--- src/rtl/figure_pixel_generator_if.sv ---
// Scan-coordinate in / pattern-pixel out bundle between vga_sync, the figure source and the pixel sink.
interface figure_pixel_generator_if #(
    parameter int WIDTH_BITS  = 10,
    parameter int HEIGHT_BITS = 10,
    parameter int PIXEL_BITS  = 12
);
    logic [WIDTH_BITS-1:0]  pixel_x_in;
    logic [HEIGHT_BITS-1:0] pixel_y_in;
    logic                   video_on_in;
    logic                   pixel_bit_out;
    logic [PIXEL_BITS-1:0]  pixel_out;
    logic                   valid_out;

    modport master (
        output pixel_x_in, pixel_y_in, video_on_in,
        input  pixel_bit_out, pixel_out, valid_out
    );

    modport slave (
        input  pixel_x_in, pixel_y_in, video_on_in,
        output pixel_bit_out, pixel_out, valid_out
    );
endinterface

--- src/rtl/figure_pixel_generator.sv ---
// Registered test-figure source: border | rectangle | circle mask for the current scan coordinate,
// one clock of latency, blanked outside the active region.
module figure_pixel_generator #(
    parameter int                    WIDTH       = 640,
    parameter int                    HEIGHT      = 480,
    parameter int                    WIDTH_BITS  = 10,
    parameter int                    HEIGHT_BITS = 10,
    parameter int                    PIXEL_BITS  = 12,
    parameter int                    BORDER      = 2,
    parameter int                    RECT_X0     = 100,
    parameter int                    RECT_X1     = 200,
    parameter int                    RECT_Y0     = 100,
    parameter int                    RECT_Y1     = 180,
    parameter int                    CIRC_CX     = 440,
    parameter int                    CIRC_CY     = 240,
    parameter int                    CIRC_R      = 60,
    parameter logic [PIXEL_BITS-1:0] FG_COLOR    = 12'hFFF,
    parameter logic [PIXEL_BITS-1:0] BG_COLOR    = 12'h000
) (
    input  logic                      clock_in,
    input  logic                      reset_in,
    figure_pixel_generator_if.slave   pix_if
);
    // Deltas need one sign bit over the coordinate width; the sum of squares one carry bit more.
    localparam int DW  = WIDTH_BITS + 1;
    localparam int SQW = 2 * DW + 1;

    localparam logic signed [DW-1:0] CX_S = DW'(CIRC_CX);
    localparam logic signed [DW-1:0] CY_S = DW'(CIRC_CY);
    localparam logic [SQW-1:0]       R_SQ = SQW'(CIRC_R * CIRC_R);

    logic                  pixel_bit_d, pixel_bit_q;
    logic [PIXEL_BITS-1:0] pixel_d, pixel_q;
    logic                  valid_d, valid_q;

    int                     x_i, y_i;
    logic                   in_range, border_hit, rect_hit, circ_hit;
    logic signed [DW-1:0]   dx, dy;
    logic signed [SQW-1:0]  dx_w, dy_w;
    logic [SQW-1:0]         dist_sq;

    always_comb begin
        x_i = int'(pixel_x_in_z());
        y_i = int'(pix_if.pixel_y_in);

        in_range   = (x_i < WIDTH) && (y_i < HEIGHT);
        border_hit = (x_i < BORDER) || (x_i >= WIDTH - BORDER) ||
                     (y_i < BORDER) || (y_i >= HEIGHT - BORDER);
        rect_hit   = (x_i >= RECT_X0) && (x_i < RECT_X1) &&
                     (y_i >= RECT_Y0) && (y_i < RECT_Y1);

        dx      = $signed(DW'(pix_if.pixel_x_in)) - CX_S;
        dy      = $signed(DW'(pix_if.pixel_y_in)) - CY_S;
        dx_w    = SQW'(dx);
        dy_w    = SQW'(dy);
        dist_sq = SQW'(dx_w * dx_w) + SQW'(dy_w * dy_w);
        circ_hit = (dist_sq <= R_SQ);

        // Out-of-range coordinates also suppress the border term, so blank them as a whole.
        pixel_bit_d = pix_if.video_on_in && in_range && (border_hit || rect_hit || circ_hit);
        pixel_d     = pixel_bit_d ? FG_COLOR : BG_COLOR;
        valid_d     = pix_if.video_on_in;
    end

    function automatic logic [WIDTH_BITS-1:0] pixel_x_in_z();
        return pix_if.pixel_x_in;
    endfunction

    always_ff @(posedge clock_in) begin
        if (reset_in) begin
            pixel_bit_q <= 1'b0;
            pixel_q     <= BG_COLOR;
            valid_q     <= 1'b0;
        end else begin
            pixel_bit_q <= pixel_bit_d;
            pixel_q     <= pixel_d;
            valid_q     <= valid_d;
        end
    end

    assign pix_if.pixel_bit_out = pixel_bit_q;
    assign pix_if.pixel_out     = pixel_q;
    assign pix_if.valid_out     = valid_q;

endmodule

--- src/flat_wrapper.sv ---
// flat-port wrapper written by rule: the top's interface ports become plain ports
module figure_pixel_generator_flat 
#(
    parameter int                    WIDTH       = 640,
    parameter int                    HEIGHT      = 480,
    parameter int                    WIDTH_BITS  = 10,
    parameter int                    HEIGHT_BITS = 10,
    parameter int                    PIXEL_BITS  = 12,
    parameter int                    BORDER      = 2,
    parameter int                    RECT_X0     = 100,
    parameter int                    RECT_X1     = 200,
    parameter int                    RECT_Y0     = 100,
    parameter int                    RECT_Y1     = 180,
    parameter int                    CIRC_CX     = 440,
    parameter int                    CIRC_CY     = 240,
    parameter int                    CIRC_R      = 60,
    parameter logic [PIXEL_BITS-1:0] FG_COLOR    = 12'hFFF,
    parameter logic [PIXEL_BITS-1:0] BG_COLOR    = 12'h000
)
  (clock_in, reset_in, pix_if_pixel_x_in, pix_if_pixel_y_in, pix_if_video_on_in, pix_if_pixel_bit_out, pix_if_pixel_out, pix_if_valid_out);
  figure_pixel_generator_if #(.WIDTH_BITS(WIDTH_BITS), .HEIGHT_BITS(HEIGHT_BITS), .PIXEL_BITS(PIXEL_BITS)) pix_if_i ();
  input  logic clock_in;
  input  logic reset_in;
  input wire logic [$bits(pix_if_i.pixel_x_in)-1:0] pix_if_pixel_x_in;
  input wire logic [$bits(pix_if_i.pixel_y_in)-1:0] pix_if_pixel_y_in;
  input wire logic [$bits(pix_if_i.video_on_in)-1:0] pix_if_video_on_in;
  output wire logic [$bits(pix_if_i.pixel_bit_out)-1:0] pix_if_pixel_bit_out;
  output wire logic [$bits(pix_if_i.pixel_out)-1:0] pix_if_pixel_out;
  output wire logic [$bits(pix_if_i.valid_out)-1:0] pix_if_valid_out;
  assign pix_if_i.pixel_x_in = pix_if_pixel_x_in;
  assign pix_if_i.pixel_y_in = pix_if_pixel_y_in;
  assign pix_if_i.video_on_in = pix_if_video_on_in;
  assign pix_if_pixel_bit_out = pix_if_i.pixel_bit_out;
  assign pix_if_pixel_out = pix_if_i.pixel_out;
  assign pix_if_valid_out = pix_if_i.valid_out;
  figure_pixel_generator #(.WIDTH(WIDTH), .HEIGHT(HEIGHT), .WIDTH_BITS(WIDTH_BITS), .HEIGHT_BITS(HEIGHT_BITS), .PIXEL_BITS(PIXEL_BITS), .BORDER(BORDER), .RECT_X0(RECT_X0), .RECT_X1(RECT_X1), .RECT_Y0(RECT_Y0), .RECT_Y1(RECT_Y1), .CIRC_CX(CIRC_CX), .CIRC_CY(CIRC_CY), .CIRC_R(CIRC_R), .FG_COLOR(FG_COLOR), .BG_COLOR(BG_COLOR)) u_core (.clock_in(clock_in), .reset_in(reset_in), .pix_if(pix_if_i));
endmodule
--- config.mk ---
export PLATFORM = sky130hd
export DESIGN_NAME = figure_pixel_generator_flat
export DESIGN_NICKNAME = d
export VERILOG_FILES = /design/src/rtl/figure_pixel_generator_if.sv /design/src/rtl/figure_pixel_generator.sv /design/src/flat_wrapper.sv
export SDC_FILE = /design/constraint.sdc
export NUM_CORES = 1
export LEC_CHECK = 0
export ABC_AREA = 1
export BUFFER_PORTS_ARGS = -buffer_cell sky130_fd_sc_hd__buf_2
export CORE_UTILIZATION = 50
export DETAILED_ROUTE_END_ITERATION = 10
export HOLD_SLACK_MARGIN = 0.08
export PLACE_DENSITY = 0.67
export RECOVER_POWER = 100
export SLEW_MARGIN = 0
export SYNTH_ARGS = -nofsm -noshare
export SYNTH_HDL_FRONTEND = slang
export SYNTH_SLANG_ARGS = --single-unit
--- constraint.sdc ---
create_clock -name clock_in -period 7 [get_ports clock_in]
set_input_delay 0.7 -clock clock_in [delete_from_list [all_inputs] [get_ports clock_in]]
set_output_delay 0.7 -clock clock_in [all_outputs]
set_load 0.1 [all_outputs]
# After elaboration in Yosys (flattened, before gate mapping)
# Index checks and enable logic that the tools add are counted.
dict set report word_totals {
  input_bits 23
  reg_bits 14
}
dict set report op_classes {
  mul 2
  reduce_logical 11
  n_lt_le_gt_ge 11
  muxes 1
  addsub 3
}
# cell n
set op_table {}
lappend op_table {{11-bit by 11-bit multiplier with 22-bit output} 2}
lappend op_table {{23-bit adder} 1}
lappend op_table {{23-bit by 12-bit less-or-equal comparator with 1-bit output (second input constant)} 1}
lappend op_table {{10-bit by 7-bit greater-or-equal comparator with 1-bit output (second input constant)} 2}
lappend op_table {{10-bit by 2-bit less-than comparator with 1-bit output (second input constant)} 2}
lappend op_table {{10-bit by 8-bit less-than comparator with 1-bit output (second input constant)} 2}
lappend op_table {{12-bit two-way mux} 1}
lappend op_table {{10-bit by 8-bit subtractor with 11-bit output (second input constant)} 1}
lappend op_table {{10-bit by 9-bit subtractor with 11-bit output (second input constant)} 1}
lappend op_table {{10-bit greater-or-equal comparator (second input constant)} 1}
lappend op_table {{10-bit by 9-bit greater-or-equal comparator with 1-bit output (second input constant)} 1}
lappend op_table {{10-bit less-than comparator (second input constant)} 1}
lappend op_table {{10-bit by 9-bit less-than comparator with 1-bit output (second input constant)} 1}
lappend op_table {{1-bit logical AND} 6}
lappend op_table {{1-bit logical OR} 5}

# Logic depth before layout (Yosys ltp)
dict set report depth {
  ltp_word 8
  mapped_depth 44
}

# Least setup slack after synthesis
# Ideal clock, no wire load.
dict set report synth_timing {
  path_type {in2reg}
  startpoint {input port pix_if_pixel_y_in[4]}
  endpoint {register u_core.pixel_q[10] (netlist: u_core.pix_if.pixel_out[10])}
  required_ns 6.930
  slack_ns -0.118
  path_buffers 1
  arrival_time_ns 7.048
  stages 33
  path_cell_list {clkbuf_1 > inv_1 > ha_1 > inv_1 > nor2_1 > fa_1 > inv_1 > fa_1 > inv_1 > fa_1 > fa_1 > inv_1 > fa_1 > inv_1 > ha_1 > a21o_1 > nand2_1 > a21oi_1 > a211oi_1 > o211ai_1 > xnor2_1 > ha_1 > inv_1 > nor3_1 > and2_1 > nand3b_1 > nand3_1 > nand2_1 > nand2_1 > nand2_1 > nor2_1 > nand3_1 > a21oi_1}
}
dict set report synth_via {
  elab_chain_cells 7
  word_cells_on_any_way 19
  classes_between {add/sub: 2; mul: 1; order compare: 6; mux: 1; reduce/logical: 9}
}
# item line
set synth_lines {}
lappend synth_lines {{from (decl)} flat_wrapper.sv:25} ;# input wire logic [$bits(pix_if_i.pixel_y_in)-1:0] pix_if_pixel_y_in;
lappend synth_lines {{10-bit by 8-bit subtractor with 11-bit output (tied with other cells)} figure_pixel_generator.sv:53} ;# dy = $signed(DW'(pix_if.pixel_y_in)) - CY_S;
lappend synth_lines {{11-bit by 11-bit multiplier with 22-bit output (tied with other cells)} figure_pixel_generator.sv:56} ;# dist_sq = SQW'(dx_w * dx_w) + SQW'(dy_w * dy_w);
lappend synth_lines {{23-bit adder (tied with other cells)} figure_pixel_generator.sv:56}
lappend synth_lines {{23-bit by 12-bit less-or-equal comparator with 1-bit output / 1-bit logical OR (equally long branches)} {figure_pixel_generator.sv:57, figure_pixel_generator.sv:60}}
lappend synth_lines {{1-bit logical OR} figure_pixel_generator.sv:60} ;# pixel_bit_d = pix_if.video_on_in && in_range && (border_hit || rect_hit || circ_hit);
lappend synth_lines {{1-bit logical AND (*)} figure_pixel_generator.sv:60}
lappend synth_lines {{12-bit two-way mux (*)} figure_pixel_generator.sv:61} ;# pixel_d = pixel_bit_d ? FG_COLOR : BG_COLOR;
lappend synth_lines {{to (signal assigned)} figure_pixel_generator.sv:76} ;# pixel_q <= pixel_d;
lappend synth_lines {{to (decl)} figure_pixel_generator.sv:33} ;# logic [PIXEL_BITS-1:0] pixel_d, pixel_q;
# Mark *: on every way between the ends. The rest lies on a longest branch, timed or not.
# A chain may end at the register's enable or synchronous reset.

# Worst setup path after layout
dict set report layout_timing {
  startpoint {input port pix_if_pixel_x_in[3]}
  endpoint {register u_core.pixel_q[10] (netlist: u_core.pix_if.pixel_out[10])}
}
dict set report layout_via {
  elab_chain_cells 8
  word_cells_on_any_way 21
  classes_between {add/sub: 2; mul: 1; order compare: 6; mux: 1; reduce/logical: 11}
}
# item line
set layout_lines {}
lappend layout_lines {{from (decl)} flat_wrapper.sv:24} ;# input wire logic [$bits(pix_if_i.pixel_x_in)-1:0] pix_if_pixel_x_in;
lappend layout_lines {{branches (longest 6 deep; another with 23-bit adder)} -}
lappend layout_lines {{1-bit logical AND (*)} figure_pixel_generator.sv:60}
lappend layout_lines {{12-bit two-way mux (*)} figure_pixel_generator.sv:61}
# Every way passes the cells marked *.

==> run summary <==
The number of synthesized flops with an enable pin is 0. For this block, the initial DRC count from the detailed router was 525. The number of max-slew violations in the final report was 0.

The synthesized-area fraction occupied by adder cells is 53.9%. Routability-driven placement finished with a final weighted congestion of 0.962. The total number of nets in the final design came out at 2,079. The global route total overflow came out at 0. The main combinational cell family by area after synthesis is adder cells.

The final-report setup violation count came out at 0. The number of nets handed over by synthesis was 1,739. The number of nets with antenna violations after detailed routing is 0. The via density per instance came out at 4.94. The run finished with clean final reports. The initialized floorplan defines 52 standard-cell rows. The data required time at the worst endpoint came out at 7150 ps. The placeable core area is 20,300 sq um. The fraction of the mapped netlist area in simple logic gates came out at 17.0%. The number of clock buffers added by TritonCTS is 3. CTS built an H-tree with a depth of 1. The placement-stage worst setup slack came out at -749 ps.

The global-route wire length before repair is 45.6 mm. The count of TritonRoute iterations in the first routing pass is 7. The worst stage delay on the critical path is 550 ps. The family of cells with the greatest summed delay on the critical path is adder cells. The number of synthesized register bits came out at 2. In this run, placement finished with an instance count of 1,953. The total via count after detailed routing is 9,863.

The XOR/XNOR share of the synthesized area is 5.05%. The most common cell after layout, fill and taps aside is inv_1. Leaving out filler cells and counting taps, the final layout contains 1,998. Setup repair after global routing could not meet its margin everywhere.

On the critical path, the stage with the largest delay is an instance of fa_1. The most area-hungry cell type in the Yosys netlist is fa_1. Counting flops with an async set or reset pin after synthesis yields a share of 0%. The worst setup path is launched from an input pin.

Each instance of the synthesized netlist takes up on average 7.48 sq um. The post-detailed-route wirelength per cell is 14.0 microns. Summing the areas of all compound-gate instances in the mapped netlist gives 6.64% of the synthesized area. The path class of the tightest hold or removal check is in -> reg. The CTS root buffer is clkbuf_16. The worst setup path is captured at a register. The worst path meets setup with 6.23 ps of slack. 37 I/O pins were placed. The post-synthesis instance area is 10,400 sq um.

The half-perimeter wire length after placement is 23.5 mm. Clock-pin slew was measured on the worst setup and hold paths at 30 ps. The floorplan step defined a die boundary enclosing 21,400 sq um. Max-cap violations in this run came to 0. The setup path with the least slack is of type in -> reg. The total inserted antenna cells came out at 0.

The most used flip-flop cell after synthesis is dfxtp_1. The number of global-route vias before repair came out at 10,100. The dominant cell type by count on the critical path is fa_1.

Across every metal layer, demand over resource in global routing totals 26.3%. The sequential-to-total area share from yosys stat came out at 0.385%. The x dimension of the die is 146 microns. The y dimension of the die is 146 microns. The CTS sink count came out at 2. The hold-fix buffer count after cts is 0. Based on the critical path, the design can be clocked at up to 143 MHz. Counting along the longest clock path gives a buffer depth of 2. For the finished layout, the period the worst path requires is 6990 ps. The worst-margin pin slew came out at 1170 ps. By area the synthesized netlist is led by fa_1 39%, inv_1 15%, ha_1 15%, nand2_1 6.9%, nor2_1 5.3%. The data arrival time of the critical path came out at 7150 ps.

The initial utilization of the core area, before any placement, comes to 51.2%. The DRC violations left is 0. The top cell types in the final layout, fill and taps aside, are 371 x inv_1, 299 x buf_4, 194 x fa_1. The share of cells above drive strength 1 came out at 34.2%.

The total wire length after detailed routing came out at 28.0 mm. The count of buffers inserted at the top-level ports came out at 36. The growth of design area from synthesis to finish came out at 39.3%.

The normalized max-slew margin is 22.6%. The maximum fanout along the worst path came out at 6. The share of the synthesized area in the top cell type came out at 39.3%. The final clock period utilization by the worst path is 99.9%. Entering global routing, the biggest net connects 14 pins. The TritonCTS clock tree is yes.

The buffers plus inverters on the worst setup path came out at 12. Of the post-synthesis cell area, the part taken by muxes is 0.192%. The number of instances in the synthesized netlist is 1,390.

The hold violation count in the final report came out at 0. Counting distinct cell types in the post-synthesis netlist gives 40. The number of antenna violations at the first check in global routing is 0. The synthesis warning total is 0.
-- registers in the layout (all words and copies together) (netlist names) --
name	cells
u_core.pix_if.valid_out	1
u_core.pix_if.pixel_out	1
-- stage by stage --
| step | hold slack (ps) | instance area (sq um) | TNS [ps] | util, % |
|---|---|---|---|---|
| final | 695 | 14500 | 0 | 71.4 |
| after global routing | 692 | 14500 | -325 | 71.4 |
| after CTS | 695 | 13500 | 0 | 66.7 |
| after detailed placement | 919 | 12900 | -749 | 63.5 |
| after global placement | 920 | 12900 | -784 | 63.5 |
| after floorplan | 783 | 10400 | 0 | - |
-- logic make-up after synthesis --
group / after synthesis
xor gates and xnor gates: 60
adders and majority gates: 326
DFF: 2
muxes: 2
and+or+nand+nor: 427
AOI/OAI and AO/OA: 121
buffers and inverters: 452
-- cell type report --
type,instances,area [sq um]
tap,270,338
timing repair buffer,356,2690
clock buffer,3,75.1
sequential,2,40.0
inverter,431,1640
fill,1611,5810
multi-input combinational,936,9720
-- worst paths after layout --
| check | depth (start not counted) | slack, ps | to | start |
|---|---|---|---|---|
| worst max-delay path | 41 | 6 | u_core.pix_if.pixel_out[10]$_SDFF_PP0_ | pix_if_pixel_x_in[3] |
| worst min-delay path | 2 | 700 | u_core.pix_if.valid_out$_SDFF_PP0_ | reset_in |
-- synthesized netlist by cell type (3+ instances only) --
| master | n |
|---|---|
| o21a_1 | 3 |
| a21oi_1 | 57 |
| nand3_1 | 43 |
| clkinv_1 | 4 |
| o211ai_1 | 5 |
| nor2_2 | 4 |
| o21ai_0 | 26 |
| a31oi_1 | 5 |
| nor2_1 | 147 |
| nand2_2 | 8 |
| a21o_1 | 4 |
| clkbuf_1 | 8 |
| xnor2_1 | 22 |
| fa_1 | 204 |
| o21ai_1 | 6 |
| xor2_1 | 38 |
| nor3_1 | 10 |
| inv_1 | 423 |
| nand2_1 | 192 |
| inv_2 | 4 |
| ha_1 | 122 |
| buf_4 | 13 |
| nand4_1 | 12 |
| nand3b_1 | 3 |
| o21bai_1 | 3 |
-- per-layer routing --
| layer | routed length [microns] | GRT usage, % | share of wire, % |
|---|---|---|---|
| met5 | 0 | 0 | 0 |
| met4 | 558 | 5.10 | 2.0 |
| met3 | 1030 | 0.531 | 3.7 |
| met2 | 13800 | 46.3 | 49 |
| met1 | 12600 | 36.5 | 45 |
-- repair_timing --
item,in CTS,in global routing
buffers inserted,21,22
resized for setup,111,215
setup endpoints to repair,1,1
pin swaps,80,148
cloned,0,0
endpoints found under the hold margin,0,0
Power is not shown: default switching activity piles up to over one toggle a cycle in this logic, so the estimate is an artifact.
